===== config.mk =====
export PLATFORM = sky130hd
export DESIGN_NAME = home_sequencer
export DESIGN_NICKNAME = d
export VERILOG_FILES = /design/src/rtl/home_pkg.sv /design/src/rtl/tick_timer.sv /design/src/rtl/home_sequencer.sv
export SDC_FILE = /design/constraint.sdc
export NUM_CORES = 1
export LEC_CHECK = 0
export ABC_AREA = 1
export ABC_CLOCK_PERIOD_IN_PS = 1930
export BUFFER_PORTS_ARGS = -buffer_cell sky130_fd_sc_hd__buf_2
export CORE_MARGIN = 2
export CORE_UTILIZATION = 34
export DETAILED_ROUTE_END_ITERATION = 7
export GPL_TIMING_DRIVEN = 0
export SLEW_MARGIN = 30
export SYNTH_ARGS = -nofsm -noshare
export SYNTH_HDL_FRONTEND = slang
export SYNTH_HIERARCHICAL = 1
export SYNTH_SLANG_ARGS = --single-unit

===== constraint.sdc =====
create_clock -name clk -period 1.93 [get_ports clk]
set_input_delay 0.2895 -clock clk [delete_from_list [all_inputs] [get_ports clk]]
set_output_delay 0.2895 -clock clk [all_outputs]
set_load 0.02 [all_outputs]

===== src/rtl/home_pkg.sv =====
// Shared definitions for the home automation sequencer: alarm and fan state
// encodings plus the default tick counts used by the top-level parameters.
package home_pkg;

  localparam int DEF_LIGHT_HOLD  = 3;
  localparam int DEF_FAN_MIN_ON  = 4;
  localparam int DEF_FAN_MIN_OFF = 2;
  localparam int DEF_EXIT_TICKS  = 2;
  localparam int DEF_ENTRY_TICKS = 3;
  localparam int DEF_CNT_W       = 8;

  // The alarm encoding is visible on alarm_state, so the values are pinned.
  typedef enum logic [2:0] {
    DISARMED = 3'd0,
    EXIT     = 3'd1,
    ARMED    = 3'd2,
    ENTRY    = 3'd3,
    ALARM    = 3'd4
  } alarm_e;

  typedef enum logic {
    FAN_OFF = 1'b0,
    FAN_ON  = 1'b1
  } fan_e;

endpackage


===== src/rtl/tick_timer.sv =====
// Loadable down counter advanced by the timebase tick; stops at zero.
// Priority: clear, then load, then tick-driven decrement.
module tick_timer #(
  parameter int CNT_W = 8
) (
  input  logic             clk,
  input  logic             rst_n,
  input  logic             tick,
  input  logic             clr,
  input  logic             load,
  input  logic [CNT_W-1:0] load_val,
  output logic             zero
);

  logic [CNT_W-1:0] count;

  // NOTE: sequential state uses non-blocking assignments so every flop
  // samples the pre-edge value of every other flop.
  always_ff @(posedge clk or negedge rst_n) begin
    if (!rst_n) begin
      count <= '0;
    end else if (clr) begin
      count <= '0;
    end else if (load) begin
      count <= load_val;
    end else if (tick && (count != '0)) begin
      count <= count - 1'b1;
    end
  end

  assign zero = (count == '0);

endmodule


===== src/rtl/home_sequencer.sv =====
// Light hold timer, fan dwell FSM and alarm arming FSM for the home actuators.
// Every output is decoded from a register; inputs reach outputs after one clock.
module home_sequencer
  import home_pkg::*;
#(
  parameter int LIGHT_HOLD  = DEF_LIGHT_HOLD,
  parameter int FAN_MIN_ON  = DEF_FAN_MIN_ON,
  parameter int FAN_MIN_OFF = DEF_FAN_MIN_OFF,
  parameter int EXIT_TICKS  = DEF_EXIT_TICKS,
  parameter int ENTRY_TICKS = DEF_ENTRY_TICKS,
  parameter int CNT_W       = DEF_CNT_W
) (
  input  logic       clk,
  input  logic       rst_n,
  input  logic       tick,
  input  logic       pir,
  input  logic       is_dark,
  input  logic       temp_high,
  input  logic       authorized,
  output logic       light_on,
  output logic       fan_on,
  output logic       alarm_on,
  output logic [2:0] alarm_state
);

  localparam logic [CNT_W-1:0] LIGHT_LOAD   = CNT_W'(LIGHT_HOLD);
  localparam logic [CNT_W-1:0] FAN_ON_LOAD  = CNT_W'(FAN_MIN_ON);
  localparam logic [CNT_W-1:0] FAN_OFF_LOAD = CNT_W'(FAN_MIN_OFF);
  localparam logic [CNT_W-1:0] EXIT_LAST    = CNT_W'(EXIT_TICKS - 1);
  localparam logic [CNT_W-1:0] ENTRY_LAST   = CNT_W'(ENTRY_TICKS - 1);

  // ---------------------------------------------------------------- light
  logic light_clr;
  logic light_zero;

  assign light_clr = !is_dark;

  tick_timer #(.CNT_W(CNT_W)) u_light_timer (
    .clk      (clk),
    .rst_n    (rst_n),
    .tick     (tick),
    .clr      (light_clr),
    .load     (pir),
    .load_val (LIGHT_LOAD),
    .zero     (light_zero)
  );

  // ---------------------------------------------------------------- fan
  fan_e             fan_st;
  logic             fan_zero;
  logic             fan_start;
  logic             fan_stop;
  logic             fan_load;
  logic [CNT_W-1:0] fan_load_val;

  // Direction changes only once the dwell from the previous change expired.
  always_comb begin
    fan_start    = (fan_st == FAN_OFF) && temp_high && fan_zero;
    fan_stop     = (fan_st == FAN_ON) && !temp_high && fan_zero;
    fan_load     = fan_start || fan_stop;
    fan_load_val = fan_start ? FAN_ON_LOAD : FAN_OFF_LOAD;
  end

  tick_timer #(.CNT_W(CNT_W)) u_fan_timer (
    .clk      (clk),
    .rst_n    (rst_n),
    .tick     (tick),
    .clr      (1'b0),
    .load     (fan_load),
    .load_val (fan_load_val),
    .zero     (fan_zero)
  );

  always_ff @(posedge clk or negedge rst_n) begin
    if (!rst_n) begin
      fan_st <= FAN_OFF;
    end else if (fan_start) begin
      fan_st <= FAN_ON;
    end else if (fan_stop) begin
      fan_st <= FAN_OFF;
    end
  end

  // ---------------------------------------------------------------- alarm
  alarm_e           alarm_st;
  logic [CNT_W-1:0] acnt;

  always_ff @(posedge clk or negedge rst_n) begin
    if (!rst_n) begin
      alarm_st <= DISARMED;
      acnt     <= '0;
    end else if (authorized) begin
      alarm_st <= DISARMED;
      acnt     <= '0;
    end else begin
      case (alarm_st)
        DISARMED: begin
          alarm_st <= EXIT;
          acnt     <= '0;
        end
        EXIT: begin
          // Motion is deliberately ignored while the occupant is leaving.
          if (tick) begin
            if (acnt == EXIT_LAST) begin
              alarm_st <= ARMED;
              acnt     <= '0;
            end else begin
              acnt <= acnt + 1'b1;
            end
          end
        end
        ARMED: begin
          if (pir) begin
            alarm_st <= ENTRY;
            acnt     <= '0;
          end
        end
        ENTRY: begin
          if (tick) begin
            if (acnt == ENTRY_LAST) begin
              alarm_st <= ALARM;
              acnt     <= '0;
            end else begin
              acnt <= acnt + 1'b1;
            end
          end
        end
        ALARM: begin
          alarm_st <= ALARM;
        end
        // NOTE: the unused encodings 5-7 land here and recover to DISARMED.
        default: begin
          alarm_st <= DISARMED;
          acnt     <= '0;
        end
      endcase
    end
  end

  // ---------------------------------------------------------------- outputs
  assign light_on    = !light_zero;
  assign fan_on      = (fan_st == FAN_ON);
  assign alarm_on    = (alarm_st == ALARM);
  assign alarm_state = alarm_st;

endmodule


==> results of run 1 <==
how the worst max path moves through the flow:
| stage | slack [ns] | cells past startpoint | endpoint | start |
|---|---|---|---|---|
| 4_1_cts | 0.01 | 16 | u_fan_timer/count[7] | u_fan_timer/count[0] |
| 3_3_place_gp | -0.13 | 16 | u_fan_timer/count[7] | u_fan_timer/count[0] |
| 2_1_floorplan | 0.02 | 16 | u_fan_timer/count[7] | u_fan_timer/count[0] |
| 3_5_place_dp | -0.18 | 16 | u_fan_timer/count[7] | u_fan_timer/count[0] |
| 5_1_grt | -0.14 | 16 | u_fan_timer/count[7] | u_fan_timer/count[0] |
| 6_report | -0.02 | 16 | u_fan_timer/count[7] | u_fan_timer/count[0] |
cells in the mapped netlist:
cell       n
a21oi_1    7
buf_4      2
buf_6      2
conb_1     2
dfrtp_1   28
ha_1       7
inv_1     39
inv_2      9
inv_4      1
mux2i_1    2
nand2_1   89
nand2_2    8
nand2_4    9
nand3_1   31
nand3_2    2
nand3b_1   1
nand4_1    4
nor2_1    39
nor2_2     3
nor2_4     1
nor2_8     1
nor3_1     1
nor3_2     1
o21ai_0   10
o21ai_1    5
o21ai_2    2
o21bai_1   3
o22ai_1    8
or2_2      4
xor2_1     3
sequential cells by signal, summed over array words and instances, names as in the netlist:
name,count
alarm_state,3
u_fan_timer/count,8
fan_on,1
acnt,8
u_light_timer/count,8
cells by family after synthesis:
group / synth area share
AND/OR/NAND/NOR: 0.4234
buffers and inverters: 0.1020
AO/OA/AOI/OAI: 0.09117
flip-flops: 0.3191
adder cells (fa/ha/maj): 0.03988
XOR/XNOR: 0.01197
other: 0.003420
multiplexers: 0.009117
area by class of cell:
type	instances	area (um2)
buffer	4	37.54
clock buffer	3	41.29
fill	664	3676
inverter	49	191.4
multi-input combinational	257	1388
sequential	28	701.9
tap	77	96.34
timing repair buffer	28	181.4
power groups by stage:
| stage | clock, mW | combinational (mW) | sequential (mW) |
|---|---|---|---|
| 6_report | 0.323 | 1.67 | 0.839 |
| 3_3_place_gp | 0 | 1.33 | 0.844 |
| 4_1_cts | 0.338 | 1.55 | 0.838 |
| 5_1_grt | 0.361 | 1.88 | 0.853 |
| 2_1_floorplan | 0 | 1.05 | 0.857 |
| 3_5_place_dp | 0 | 1.36 | 0.845 |
routing by layer:
layer | up-vias | share of wire | GRT usage
li1 | 1091 | - | -
met1 | 953 | 0.49 | 0.1850
met2 | 21 | 0.49 | 0.2619
met3 | 4 | 0.014 | 0.01475
met4 | 0 | 0.010 | 0.03463
met5 | - | 0 | 0
through the flow:
step                TNS (ns)  setup WS (ns)    util
floorplan                  0        0.02047       -
global placement     -0.3929        -0.1329  0.3841
detailed placement   -0.8003        -0.1762  0.3841
CTS                        0        0.01284  0.4053
global route         -0.5696        -0.1374  0.4178
finish              -0.02041       -0.02041  0.4178
critical path: stages (launching register included):
cell and delay (ns):
dfrtp_1 0.41, inv_2 0.08, ha_4 0.12, nand2_2 0.05, nor2_2 0.09, nand2_2 0.06
inv_2 0.07, nand2_2 0.06, nor2_2 0.11, inv_1 0.06, o21ai_1 0.08, buf_4 0.15
inv_4 0.04, buf_6 0.12, or2_4 0.22, nand3_2 0.06, o21bai_1 0.05
repair_timing:
item                                   CTS  global route
pin swaps                                3             5
cloned                                   1             0
resized for setup                        5            12
endpoints found under the hold margin    0             0
setup buffers                           10             5
setup endpoints to repair                8             8
hold buffers                             0             0
==> out/metrics.csv, run 1 <==
metric,value,unit
outcome,finished with violations,
violations,setup timing,
timing.hold.ws,0.03452,ns
placed_cell_area,2425,um2
routed_wl,4882,um
fin_nets,385,
crit-reg2reg-launch,u_fan_timer/count[0],
synthTopCellsByArea,"dfrtp_1, nand2_1, nand3_1",
grt_pass1_wl,8680,um
ys.warnings.count,6,
synth-seq-area-share,0.3191,
setup_viol,1,
syn_inst,324,
combPwrFrac,0.590,
drc,0,
grt.total_usage,0.1446,
finalClockSkew,0.002887,ns
coreArea,6314,um2
rsz0062_at_grt,yes,
grt_antenna_before_repair,0,
final_cell_mix,"nand2_1, inv_1, nor2_1",
dp_cells,427,
rrSetupSlack,-0.02,ns
die_h,84.37,um
die_w,84.37,um
cts_tree,built,
vias,2069,
grt_pass1_vias,2010,
cts.sinks,28,
synthToLayoutAreaGrowth,20.11,%
worstSkewPairLatency,0.27,ns
dpl.hpwl,3481,um
grt.overflow.total,0,
cap_violations,0,
yosysTopAreaCell,dfrtp_1,
grt_max_degree,29,
hold_class,in2async,
antenna_left,0,
firstDrtPassIters,4,
yosysUniqueCellTypes,30,
drive_gt1_frac,0.2493,
p_per_area,1075,nW/um2
cts.htree.levels,1,
worst-path-max-fanout,5,
cts_root_buf,clkbuf_8,
clock_path_buffers,2,
crit_arrival,2.12,ns
p_clk_frac,0.114,
rr_worst_depth,16,
initial_core_util,0.3478,
rows,29,
critPathKind,reg2reg,
start_kind,flop,
diodes,0,
finalHoldViolations,0,
ir_drop,0.7423,mV
max_slew_margin,0.5578,
fin_cells,446,
final_common_cell,nand2_1,
p_int,1.545,mW
netlist.area_leader.share,0.3191,
wl_per_cell,10.95,um
clk_pin_slew_worst_paths,0.10,ns
power.total,2.836,mW
fin_area,2638,um2
period_needed,1.950,ns
worst_slew_pin_slew,0.6634,ns
slew_viol_final,0,
p_switching,1.291,mW
period_share,1.011,
gp_congestion,0.8441,
cp_data_required_time,2.10,ns
avgSynthCellArea,6.777,um2
viasPerCell,4.639,
worst_slack,-0.02041,ns
initialDrtViolationCount,67,
end_kind,flop,
ys_ff_latch,28,
leakage,1.403,nW
synth_area,2196,um2
rr_endpoint,u_fan_timer/count[7],
timing.fmax,512.7,MHz
die-area,7117,um2
cts-buffers-inserted,3,
pwr-share-seq,0.296,
io_pins,13,
port_buffers,12,
netSwitchingFraction,0.4553,
(Power assumes the default switching activity.)
==> run 2: changes to the inputs <==
Settings changed: GPL_TIMING_DRIVEN 0 to 1, SYNTH_HIERARCHICAL 1 to default.
==> out/metrics.csv, run 2 <==
metric,value,unit
crit_slowest_cell,dfrtp_1,
period_share,0.8310,
yosysTopAreaCell,dfrtp_1,
dpl.hpwl,2745,um
ir_drop,0.5386,mV
synth_most_common_cell,nand2_1,
vias,1621,
grt_max_degree,29,
fillers,580,
die-area,6177,um2
synthArstFlopShare,1.000,
viasPerCell,4.645,
ys.flop_type,dfrtp_1,
netlist.area_leader.share,0.3704,
synth-seq-area-share,0.3704,
leakage,1.059,nW
hold_class,in2async,
wl_per_cell,10.40,um
slew_viol_final,0,
firstDrtPassIters,4,
synth_edf_count,0,
crit_arrival,1.31,ns
netlist_top_cells_count,"nand2_1, inv_1, nand3_1",
top_regs,"acnt: 8 flops, u_fan_timer.count: 8 flops, u_light_timer.count: 8 flops",
yosysUniqueCellTypes,23,
crit-reg2reg-launch,u_fan_timer.count[0],
cts-buffers-inserted,3,
cts_hold_buf,0,
critPathKind,reg2out,
start_kind,flop,
multi_input_area,1015,um2
routed_wl,3628,um
antenna_left,0,
port_buffers,12,
rr_endpoint,u_fan_timer.count[2],
timing.fmax,623.5,MHz
ys.warnings.count,0,
grt.total_usage,0.1281,
synth_area,1892,um2
cts_root_buf,clkbuf_8,
p_per_area,1004,nW/um2
seqCellArea,700.7,um2
finalClockSkew,0.005081,ns
crit_path_max_incr_delay,0.44,ns
cp_top_family,flip-flops,
grt.overflow.total,0,
final_cell_mix,"nand2_1, inv_1, nand3_1",
end_kind,output pin,
cts.htree.levels,1,
gp_congestion,0.8263,
cp_data_required_time,1.64,ns
fin_nets,292,
avgSynthCellArea,7.193,um2
cts_setup_buffers,0,
rr_worst_depth,10,
synth_nets,276,
worst_slew_pin_slew,0.6347,ns
drc,0,
diodes,0,
die_h,78.60,um
tns,0,ns
clk_pin_slew_worst_paths,0.10,ns
initial_core_util,0.3478,
outcome,"finished, final reports clean",
final_util,0.3803,
worstSkewPairLatency,0.27,ns
final_common_cell,nand2_1,
max_slew_margin,0.5769,
power.total,2.077,mW
synthToLayoutAreaGrowth,9.325,%
cts.sinks,28,
io_pins,13,
initialDrtViolationCount,89,
rsz0062_at_grt,no,
path_buf_inv,2,
setup_viol,0,
die_w,78.60,um
grt_pass1_vias,1488,
cap_violations,0,
rows,27,
grt_pass1_wl,6465,um
worst-path-max-fanout,5,
cts_resized,0,
drive_gt1_frac,0.1949,
synthTopCellsByArea,"dfrtp_1, nand2_1, nand3_1",
period_needed,1.604,ns
crit_chain,"inv_2, nand2_2, nor2_2, nand3_2, buf_2",
ys_ff_latch,28,
coreArea,5439,um2
rrSetupSlack,0.40,ns
grt_antenna_before_repair,0,
syn_inst,263,
clock_path_buffers,2,
cts_tree,built,
finalHoldViolations,0,
[run 2: cell types whose count changed after synthesis, moves of 4 or more]
cell | previous run | this run
nand3_2 | 2 | 6
nor2_2 | 3 | 11
nand2_1 | 89 | 61
o22ai_1 | 8 | 0
nand2_4 | 9 | 1
nor2_1 | 39 | 26
inv_1 | 39 | 34
or2_2 | 4 | 0
nand4_1 | 4 | 8
[run 2: how the worst max path moves through the flow]
stage / from / endpoint / slack, ns / depth (start not counted)
after detailed placement: u_fan_timer.count[0] / u_fan_timer.count[2] / 0.39 / 10
after CTS: u_light_timer.count[3] / light_on / 0.31 / 5
final: u_light_timer.count[3] / light_on / 0.33 / 5
after global placement: u_fan_timer.count[0] / u_fan_timer.count[2] / 0.45 / 10
after global routing: u_fan_timer.count[0] / u_fan_timer.count[2] / 0.19 / 10
after floorplan: u_fan_timer.count[0] / u_fan_timer.count[2] / 0.57 / 10
[run 2: layer usage]
| layer | up-vias | wire length, um | track usage |
|---|---|---|---|
| li1 | 864 | - | - |
| met1 | 743 | 1881 | 0.1716 |
| met2 | 12 | 1624 | 0.2068 |
| met3 | 2 | 92 | 0.03218 |
| met4 | 0 | 29 | 0.03158 |
| met5 | - | 0 | 0 |
[run 2: layout make-up]
class | instances | area share
inverters | 41 | 0.07441
multi-input cells | 192 | 0.4906
flip-flops and latches | 28 | 0.3388
repair buffers | 13 | 0.03267
well taps | 72 | 0.04356
clock buffers | 3 | 0.01996
[run 2: power breakdown]
| group | internal (mW) | switching, mW | total (mW) |
|---|---|---|---|
| logic | 0.323 | 0.562 | 0.886 |
| clock network | 0.140 | 0.184 | 0.325 |
| registers | 0.717 | 0.150 | 0.867 |
[run 2: metrics by stage]
step                std cells  hold slack [ns]  setup slack [ns]  instance area (um2)
floorplan                 263        -0.006091            0.5653                 1892
CTS                       349          0.04423            0.3086                 2068
detailed placement        346           0.3617            0.3899                 2027
global route              349          0.08381            0.1910                 2068
global placement          346           0.3584            0.4508                 2027
finish                    349          0.02477            0.3261                 2068
[run 2: logic make-up after synthesis]
family,after synthesis,share of synthesized area
buf+inv,43,0.09325
simple gates,160,0.4107
xor+xnor,7,0.03241
fa+ha+maj,6,0.03968
compound gates,19,0.05357
flops,28,0.3704
[run 2: worst reg2reg max path: stages, from the launching register on]
cell and delay [ns]:
dfrtp_1 0.37, inv_1 0.12, ha_1 0.22, nand2_1 0.10, nor2_2 0.10, inv_1 0.08, nor2_4 0.13, o21ai_2 0.12
nand2_2 0.11, nand2_1 0.05, o21ai_1 0.06
==> run 3: changes to the inputs <==
Settings changed: ABC_CLOCK_PERIOD_IN_PS 1930 to 1500.
Clock period 1.93 ns to 1.5 ns, I/O delays scaled along.
==> out/metrics.csv, run 3 (synthesis results as in run 2) <==
metric,value,unit
outcome,"finished, final reports clean",
io_pins,13,
cts.htree.levels,1,
worst-path-max-fanout,6,
synthToLayoutAreaGrowth,21.16,%
cp_top_family,simple AND/OR/NAND/NOR gates,
min_path_cells,3,
diodes,0,
timing.fmax,671.7,MHz
grt_pass1_vias,1610,
leakage,1.160,nW
path_buf_inv,3,
worstSkewPairLatency,0.27,ns
cts_tree,built,
worst_slack,0.01120,ns
end_kind,flop,
wl_per_cell,10.96,um
cts.sinks,28,
period_needed,1.489,ns
firstDrtPassIters,4,
rr_endpoint,u_fan_timer.count[1],
start_kind,flop,
clock_path_buffers,2,
hold_class,in2reg,
grt.total_usage,0.1414,
antenna_left,0,
coreArea,5439,um2
worst_slew_pin_slew,0.6765,ns
vias,1693,
period_share,0.9925,
max_slew_margin,0.5490,
drc,0,
setup_viol,0,
min_to,u_light_timer.count[3],
grt.overflow.total,0,
die_w,78.60,um
p_per_area,1293,nW/um2
hp-start,is_dark,
power.total,2.963,mW
initialDrtViolationCount,99,
slew_viol_final,0,
critPathKind,reg2reg,
ir_drop,0.6119,mV
crit_slowest_cell,dfrtp_1,
finalHoldViolations,0,
grt_antenna_before_repair,0,
clk_pin_slew_worst_paths,0.10,ns
top_regs,"acnt: 8 flops, u_fan_timer.count: 8 flops, u_light_timer.count: 8 flops",
dpl.hpwl,2920,um
finalClockSkew,0.001263,ns
rr_worst_depth,10,
initial_core_util,0.3478,
crit_path_max_incr_delay,0.41,ns
die_h,78.60,um
viasPerCell,4.588,
crit_chain,"inv_1, ha_2, nand2_2, nor2_4, inv_2, nor2_4, o21ai_4, buf_6, nand3_1, nand2_1",
rows,27,
cp_data_required_time,1.67,ns
drive_gt1_frac,0.2862,
final_cell_mix,"nand2_1, nand3_1, inv_1",
grt_max_degree,29,
final_common_cell,nand2_1,
cap_violations,0,
rsz0062_at_grt,yes,
cts-buffers-inserted,3,
crit_path_frequent_cell,nor2_4,
rrSetupSlack,0.01,ns
tns,0,ns
gp_congestion,0.8305,
crit-reg2reg-launch,u_fan_timer.count[1],
routed_wl,4046,um
crit_arrival,1.66,ns
die-area,6177,um2
place_ws,0.1022,ns
cts_root_buf,clkbuf_8,
fin_nets,312,
port_buffers,12,
grt_pass1_wl,7134,um
## run 3: worst max-delay path by stage
stage	from	to	cells past startpoint
6_report	u_fan_timer.count[1]	u_fan_timer.count[1]	10
5_1_grt	u_fan_timer.count[1]	u_fan_timer.count[1]	11
4_1_cts	u_light_timer.count[1]	light_on	4
3_5_place_dp	u_fan_timer.count[1]	u_fan_timer.count[2]	10
3_3_place_gp	alarm_state[0]	acnt[1]	8
2_1_floorplan	u_fan_timer.count[0]	u_fan_timer.count[2]	10
## run 3: metal layers
metal  track usage  share of wire  vias to the layer above
li1              -              -                      904
met1        0.1924           0.51                      770
met2        0.2342           0.46                       17
met3       0.02759          0.024                        2
met4       0.02632         0.0072                        0
met5             0              0                        -
## run 3: area by class of cell
cell class / instances / area (um2)
inverter: 41 / 153.9
multi-input combinational: 192 / 1074
sequential: 28 / 703.2
fill: 537 / 3147
clock buffer: 3 / 41.29
timing repair buffer: 33 / 230.2
tap: 72 / 90.09
## run 3: what timing repair did
item | in CTS | in global routing
setup buffers | 3 | 8
resized for setup | 5 | 16
hold endpoints to repair | 28 | 0
setup endpoints to repair | 1 | 11
gates cloned | 0 | 0
hold buffers | 1 | 0
pin swaps | 0 | 9
## run 3: worst reg2reg max path, cell delays in order (launching register included)
cell	delay, ns
dfrtp_1	0.41
inv_1	0.06
ha_2	0.18
nand2_2	0.07
nor2_4	0.12
inv_2	0.06
nor2_4	0.15
o21ai_4	0.11
buf_6	0.13
nand3_1	0.06
nand2_1	0.05
## run 3: report_power, final
part           switching, mW  internal, mW
logic                  0.832         0.596
clock network          0.244         0.181
registers              0.186         0.924
## run 3: per-stage QoR
step / area [um2] / util / hold WS [ns] / instances
2_1_floorplan: 1892 / - / -0.07059 / 263
3_3_place_gp: 2087 / 0.3837 / 0.2972 / 354
3_5_place_dp: 2087 / 0.3837 / 0.3051 / 354
4_1_cts: 2178 / 0.4005 / 0.2156 / 361
5_1_grt: 2292 / 0.4214 / 0.2286 / 369
6_report: 2292 / 0.4214 / 0.2207 / 369
